===== src/rtl/power_spectrum_seq.sv =====
// Power-spectrum stage that computes re^2 + im^2 per FFT bin with one shared signed multiplier
// over two cycles. It also provides a ready handshake, bin counting and a sticky frame-length error.
module power_spectrum_seq #(
  parameter int I_BW     = 21,
  parameter int O_BW     = 32,
  parameter int NUM_BINS = 129
) (
  input  logic              clk_i,
  input  logic              rst_n_i,
  input  logic              en_i,
  input  logic [2*I_BW-1:0] data_i,
  input  logic              valid_i,
  input  logic              last_i,
  output logic              ready_o,
  output logic [O_BW-1:0]   data_o,
  output logic              valid_o,
  output logic              last_o,
  output logic              frame_err_o
);
  localparam int P_BW  = 2 * I_BW;
  localparam int CNT_W = (NUM_BINS > 1) ? $clog2(NUM_BINS) : 1;

  typedef enum logic [1:0] {IDLE, MUL_RE, MUL_IM} state_t;

  typedef struct packed {
    logic signed [I_BW-1:0] re;
    logic signed [I_BW-1:0] im;
    logic                   last;
  } smp_t;

  state_t             state, state_nxt;
  smp_t               smp;
  logic [P_BW-1:0]    acc;
  logic [CNT_W-1:0]   bin_cnt;
  logic signed [I_BW-1:0] op;
  logic signed [P_BW-1:0] prod;
  logic [P_BW-1:0]    sum;
  logic               accept;
  logic               last_bin;

  // The multiplier operand is selected by state so that one multiplier serves both squares.
  assign op       = (state == MUL_RE) ? smp.re : smp.im;
  assign prod     = op * op;
  assign sum      = acc + prod;
  assign ready_o  = rst_n_i & en_i & ((state == IDLE) | (state == MUL_IM));
  assign accept   = valid_i & ready_o;
  assign last_bin = (bin_cnt == CNT_W'(NUM_BINS - 1));

  always_comb begin
    state_nxt = state;
    case (state)
      IDLE:    if (accept) state_nxt = MUL_RE;
      MUL_RE:  state_nxt = MUL_IM;
      MUL_IM:  state_nxt = accept ? MUL_RE : IDLE;
      default: state_nxt = IDLE;
    endcase
    if (!en_i) state_nxt = IDLE;
  end

  always_ff @(posedge clk_i or negedge rst_n_i) begin
    if (!rst_n_i) begin
      state       <= IDLE;
      smp         <= '0;
      acc         <= '0;
      bin_cnt     <= '0;
      data_o      <= '0;
      valid_o     <= 1'b0;
      last_o      <= 1'b0;
      frame_err_o <= 1'b0;
    end else begin
      state   <= state_nxt;
      valid_o <= 1'b0;
      if (!en_i) begin
        bin_cnt <= '0;
      end else begin
        // In MUL_IM the im square below reads smp before this update takes effect.
        if (accept) begin
          smp <= '{re: $signed(data_i[P_BW-1:I_BW]), im: $signed(data_i[I_BW-1:0]), last: last_i};
          if (last_i) begin
            if (!last_bin) frame_err_o <= 1'b1;
            bin_cnt <= '0;
          end else if (last_bin) begin
            frame_err_o <= 1'b1;
            bin_cnt     <= '0;
          end else begin
            bin_cnt <= bin_cnt + 1'b1;
          end
        end
        if (state == MUL_RE) acc <= prod;
        if (state == MUL_IM) begin
          data_o  <= O_BW'(sum);
          valid_o <= 1'b1;
          last_o  <= smp.last;
        end
      end
    end
  end
endmodule


===== config.mk =====
export PLATFORM = sky130hd
export DESIGN_NAME = power_spectrum_seq
export DESIGN_NICKNAME = d
export VERILOG_FILES = /design/src/rtl/power_spectrum_seq.sv
export SDC_FILE = /design/constraint.sdc
export NUM_CORES = 1
export LEC_CHECK = 0
export BUFFER_PORTS_ARGS = -buffer_cell sky130_fd_sc_hd__buf_2
export CAP_MARGIN = 15
export CORE_MARGIN = 1.5
export CORE_UTILIZATION = 30
export DETAILED_ROUTE_END_ITERATION = 12
export GPL_TIMING_DRIVEN = 0
export HOLD_SLACK_MARGIN = 0.1
export MAX_ROUTING_LAYER = met4
export PLACE_DENSITY = 0.52
export SYNTH_ARGS = -nofsm -noshare
export SYNTH_HDL_FRONTEND = slang
export SYNTH_SLANG_ARGS = --single-unit

===== constraint.sdc =====
create_clock -name clk_i -period 13.1 [get_ports clk_i]
set_input_delay 2.62 -clock clk_i [delete_from_list [all_inputs] [get_ports clk_i]]
set_output_delay 2.62 -clock clk_i [all_outputs]
set_load 0.005 [all_outputs]

# --- After elaboration in Yosys (flattened, before gate mapping) ---
# Cells that the tools add are included.
# W data, S select, Z words.
word_totals:
  n_memories: 0
  in_bits: 47
  ramBits: 0
  romBits: 0
  latch_bits: 0
  output_inout_bits: 36
  regBits: 120
  elab_cells: 43
classes:
  n_lt_le_gt_ge: 0
  multipliers: 1
  shift: 0
  n_div: 0
  reduce_logical: 6
  eq_ne: 6
  n_addsub: 2
  muxes: 14
  n_bitwise: 4
op_table:
  columns: ["op", "n"]
  rows:
  - ["$add A32 B32 Y32", 1]
  - ["$mul A21 B21 Y32", 1]
  - ["$mux W8", 4]
  - ["$mux W21", 1]
  - ["$add A8 B1 Y8 const B", 1]
  - ["$eq A8 B8 Y1 const B", 1]
  - ["$mux W1", 6]
  - ["$pmux W2 S3", 1]
  - ["$reduce_and A2 Y1", 3]
  - ["$mux W2", 2]
  - ["$reduce_and A4 Y1", 1]
  - ["$and A1 B1 Y1", 3]
  - ["$ne A3 B3 Y1 const B", 1]
  - ["$eq A2 B1 Y1 const B", 1]
  - ["$eq A2 B2 Y1 const B", 1]
  - ["$logic_not A2 Y1", 1]
  - ["$ne A2 B1 Y1 const B", 1]
  - ["$ne A2 B2 Y1 const B", 1]
  - ["$reduce_bool A2 Y1", 1]
  - ["$or A1 B1 Y1", 1]

# --- Depth between registers and ports, before layout ---
depth:
  word_depth: 7
  mapped_depth: 39
  mapped_depth_nobuf: 37

# --- Least setup slack after synthesis ---
# OpenSTA, ideal clock, no wires.
synth_timing:
  path_kind: "register -> register"
  from: "register state[0]"
  to: "register data_o[31]"
  setup_time_ps: 76
  stages_incl_launch_ff: 36
  n_path_buf: 3
  required_time_ps: 13024
  slack_ps: 3883
  period_less_slack_ps: 9217
  t_arrival_ps: 9140
  cell_sequence: "dfrtp_1 > nand2b_1 > buf_2 > buf_1 > mux2_2 > inv_1 > clkbuf_1 > nor2_1 > fa_1 > inv_1 > fa_1 > inv_1 > fa_1 > inv_1 > fa_1 > inv_1 > fa_1 > fa_1 > inv_1 > fa_1 > inv_1 > ha_1 > a21o_1 > a211oi_1 > o2111ai_1 > a311oi_1 > o21bai_1 > xor2_1 > ha_1 > and4_1 > or3b_1 > o2111a_1 > o31ai_1 > a21oi_2 > xnor3_1 > o21ai_1"
synth_between:
  elab_chain_len: 4
  word_cells_on_any_way: 6
  classes_between: "add/sub: 1; mul: 1; eq/ne: 2; mux: 1; reduce/logical: 1"
synth_rtl:
  columns: ["element", "line_no", "rtl"]
  rows:
  - ["start, declared", "31", "state_t state, state_nxt;"]
  - ["start signal, assigned", "71", "state <= state_nxt;"]
  - ["$eq A2 B1 Y1", "42", "assign op = (state == MUL_RE) ? smp.re : smp.im;"]
  - ["$mux W21", "42", null]
  - ["$mul A21 B21 Y32", "43", "assign prod = op * op;"]
  - ["via prod[25]", "36", "logic signed [P_BW-1:0] prod;"]
  - ["$add A32 B32 Y32", "44", "assign sum = acc + prod;"]
  - ["end signal, assigned", "91", "data_o <= O_BW'(sum);"]
  - ["end, declared", "15", "output logic [O_BW-1:0] data_o,"]
# The timed path passes the listed nets, and every way through them passes these cells.
# A chain may end at the register's enable or synchronous reset.

# --- Final worst setup path ---
layout_timing:
  from: "register state[1]"
  to: "register data_o[31]"
# The elaborated chain is that of the path after synthesis.

==> impl_metrics.env <==
export IMPL_postRouteAntennaNets=0
export IMPL_grtUsageTotal_pct=16.44
export IMPL_wl_mm=45.42
export IMPL_synth_edff_count=0
export IMPL_reg2reg_slack_ps=1460
export IMPL_antenna_found_initial=1
export IMPL_htreeDepth=4
export IMPL_drc=0
export IMPL_finalClockSkew_ps=8.122
export IMPL_status="complete, no violations"
export IMPL_rsz0062_at_grt="false"
export IMPL_slowest_stage="mux2i_1"
export IMPL_period_share_pct=88.84
export IMPL_maxSlewHeadroom_pct=23.49
export IMPL_yosys_warnings=0
export IMPL_ys_flop_type="dfrtp_1"
export IMPL_nets=2553
export IMPL_drtPass1Iterations=4
export IMPL_cpPeakStageDelay_ps=920
export IMPL_cts_buffers=17
export IMPL_worstMarginPinSlew_ps=1116
export IMPL_core_area_um2=57810
export IMPL_finalSetupTns_ps=0
export IMPL_period_needed_ps=11640
export IMPL_grt_overflow_total=0
export IMPL_num_vias=12651
export IMPL_maxCapViolCount=0
export IMPL_wire_per_inst_um=16.04
export IMPL_crit_arrival_ps=12010
export IMPL_grt_pass1_wl_mm=74.20
export IMPL_drive_above_1_share_pct=8.273
export IMPL_ys_seq_elements=119
export IMPL_fillers=6102
export IMPL_dieHeight_um=245.1
export IMPL_top_layer="met4"
export IMPL_ys_seq_area_share_pct=16.93
export IMPL_die_x_um=245.1
export IMPL_grt_pass1_vias=13812
export IMPL_criticalPathCategory="reg -> reg"
export IMPL_syn_avg_cell_area_um2=9.023
export IMPL_diodes=0
export IMPL_required_ps=13470
export IMPL_maxSlewViolCount=0
export IMPL_tritoncts="yes"
export IMPL_routed_wl_met3_mm=2.401
export IMPL_whs_ps=452.9
export IMPL_layout_common_cells="inv_1, nand2_1, fa_1, ha_1, nor2_1"
export IMPL_start_util_pct=30.42
export IMPL_hp_class="reg -> reg"
export IMPL_ios=83
export IMPL_path_common_cell="fa_1"
export IMPL_final_common_cell="inv_1"
export IMPL_critPathMaxFanout=10
export IMPL_via_per_inst=4.467
export IMPL_area_growth_pct=11.36
export IMPL_wl_met1_mm=21.74
export IMPL_cp_end_kind="register"
export IMPL_hpwlAfterDp_mm=38.38
export IMPL_cts_root_buffer="clkbuf_16"
export IMPL_portBuffers=82
export IMPL_place_gp_congestion=0.8816
export IMPL_route_met2_wl_mm=20.50
export IMPL_syn_area_um2=17590
export IMPL_clkLatencyLatePin_ps=440
export IMPL_clock_fmax_ghz=0.08592
export IMPL_rows=88
export IMPL_design_die_area_um2=60080
export IMPL_synthCells=1949
export IMPL_hold_viol=0
export IMPL_synthDistinctLibCells=71
export IMPL_post_cts_buffers=0
export IMPL_clk_pin_slew_ps=60
export IMPL_synth_nets=2448
export IMPL_finalNonFillerCells=2832
export IMPL_ctsResizeCount=0
export IMPL_setup_viol=0
export IMPL_clock_sinks=119
export IMPL_clockBufferDepth=2
export IMPL_crit_path_start_kind="register"
export IMPL_grt_max_degree=75
export IMPL_cts_hold_buffers_added=0
export IMPL_dp_cells=2798
export IMPL_async_flop_share_pct=100.0
export IMPL_drt_iter0_drc=676
## worst paths after layout
kind                             start           to  depth (start not counted)
setup / recovery              state[1]   data_o[31]                         32
hold / removal             frame_err_o  frame_err_o                          1
setup reg to reg              state[1]   data_o[31]                         32
hold reg to reg            frame_err_o  frame_err_o                          1
max in group asynchronous      rst_n_i      smp[20]                          2
min in group asynchronous      rst_n_i    data_o[9]                          1
## metal layers
layer,GRT usage (%),up-vias
li1,-,6040
met1,22.14,6276
met2,25.62,283
met3,3.138,52
met4,3.577,0
met5,-,-
## critical path, delay by kind of cell (launching register included)
kind / cells / cell delay (ps)
compound gates: 8 / 2350
xor+xnor: 2 / 600
fa+ha+maj: 9 / 4110
buf+inv: 8 / 2040
flops: 1 / 460
mux: 1 / 920
simple gates: 4 / 1060
## kinds of logic after synthesis
family,after synthesis,synth area share [%]
flip-flops,119,16.93
AO/OA/AOI/OAI,176,6.567
XOR/XNOR,74,3.764
buffers and inverters,545,11.78
AND/OR/NAND/NOR,541,12.65
adder cells (fa/ha/maj),452,45.73
multiplexers,42,2.576
## synth_stat cells, types with 3 or more instances
cell      instances  area share (%)
a211oi_1          5            0.21
a21o_1           23            0.98
or2_2             3            0.11
o21ai_0          34            0.97
inv_1           487              10
a21oi_1          39             1.1
fa_1            318              36
nand2b_1         10            0.36
inv_2             4           0.085
ha_1            134             9.5
mux2_2           26             1.7
xnor2_1          46             2.3
nor2_1          127             2.7
xor2_1           27             1.3
o21ai_1          28            0.80
nand2_1         337             7.2
o211ai_1          5            0.21
clkinv_1          3           0.064
mux2i_1          16            0.91
clkbuf_1         40            0.85
o21bai_1          4            0.17
o21a_1            4            0.17
buf_1             6            0.13
and3_1            9            0.32
nor2b_1           6            0.21
o31ai_1           9            0.38
nand3_1          13            0.37
or3_1             6            0.21
nor3_1           10            0.28
dfrtp_1         119              17
nand4_1           3            0.11
## sequential cells by signal, summed over array words and instances, names as in the netlist
register and count:
smp 43, data_o 32, acc 31, frame_err_o 1
state 2, valid_o 1, bin_cnt 8, last_o 1
## through the flow
stage               cell area, µm²  setup slack [ps]  utilization [%]
detailed placement           19000              1602            32.87
floorplan                    17590              3883                -
finish                       19580              1461            33.88
global placement             18950              1539            32.79
global route                 19580             950.8            33.88
CTS                          19570              1551            33.85
## layout make-up
class | count | area [µm²] | area share [%]
Sequential cell | 119 | 2978 | 15.21
Timing Repair Buffer | 86 | 470.5 | 2.402
Inverter | 494 | 1854 | 9.469
Clock buffer | 19 | 432.9 | 2.211
Tap cell | 765 | 957.2 | 4.888
Buffer | 51 | 216.5 | 1.105
Clock inverter | 13 | 132.6 | 0.6773
Multi-Input combinational cell | 1285 | 12540 | 64.04
Power is not shown: default switching activity piles up to over one toggle a cycle in this logic, so the estimate is an artifact.
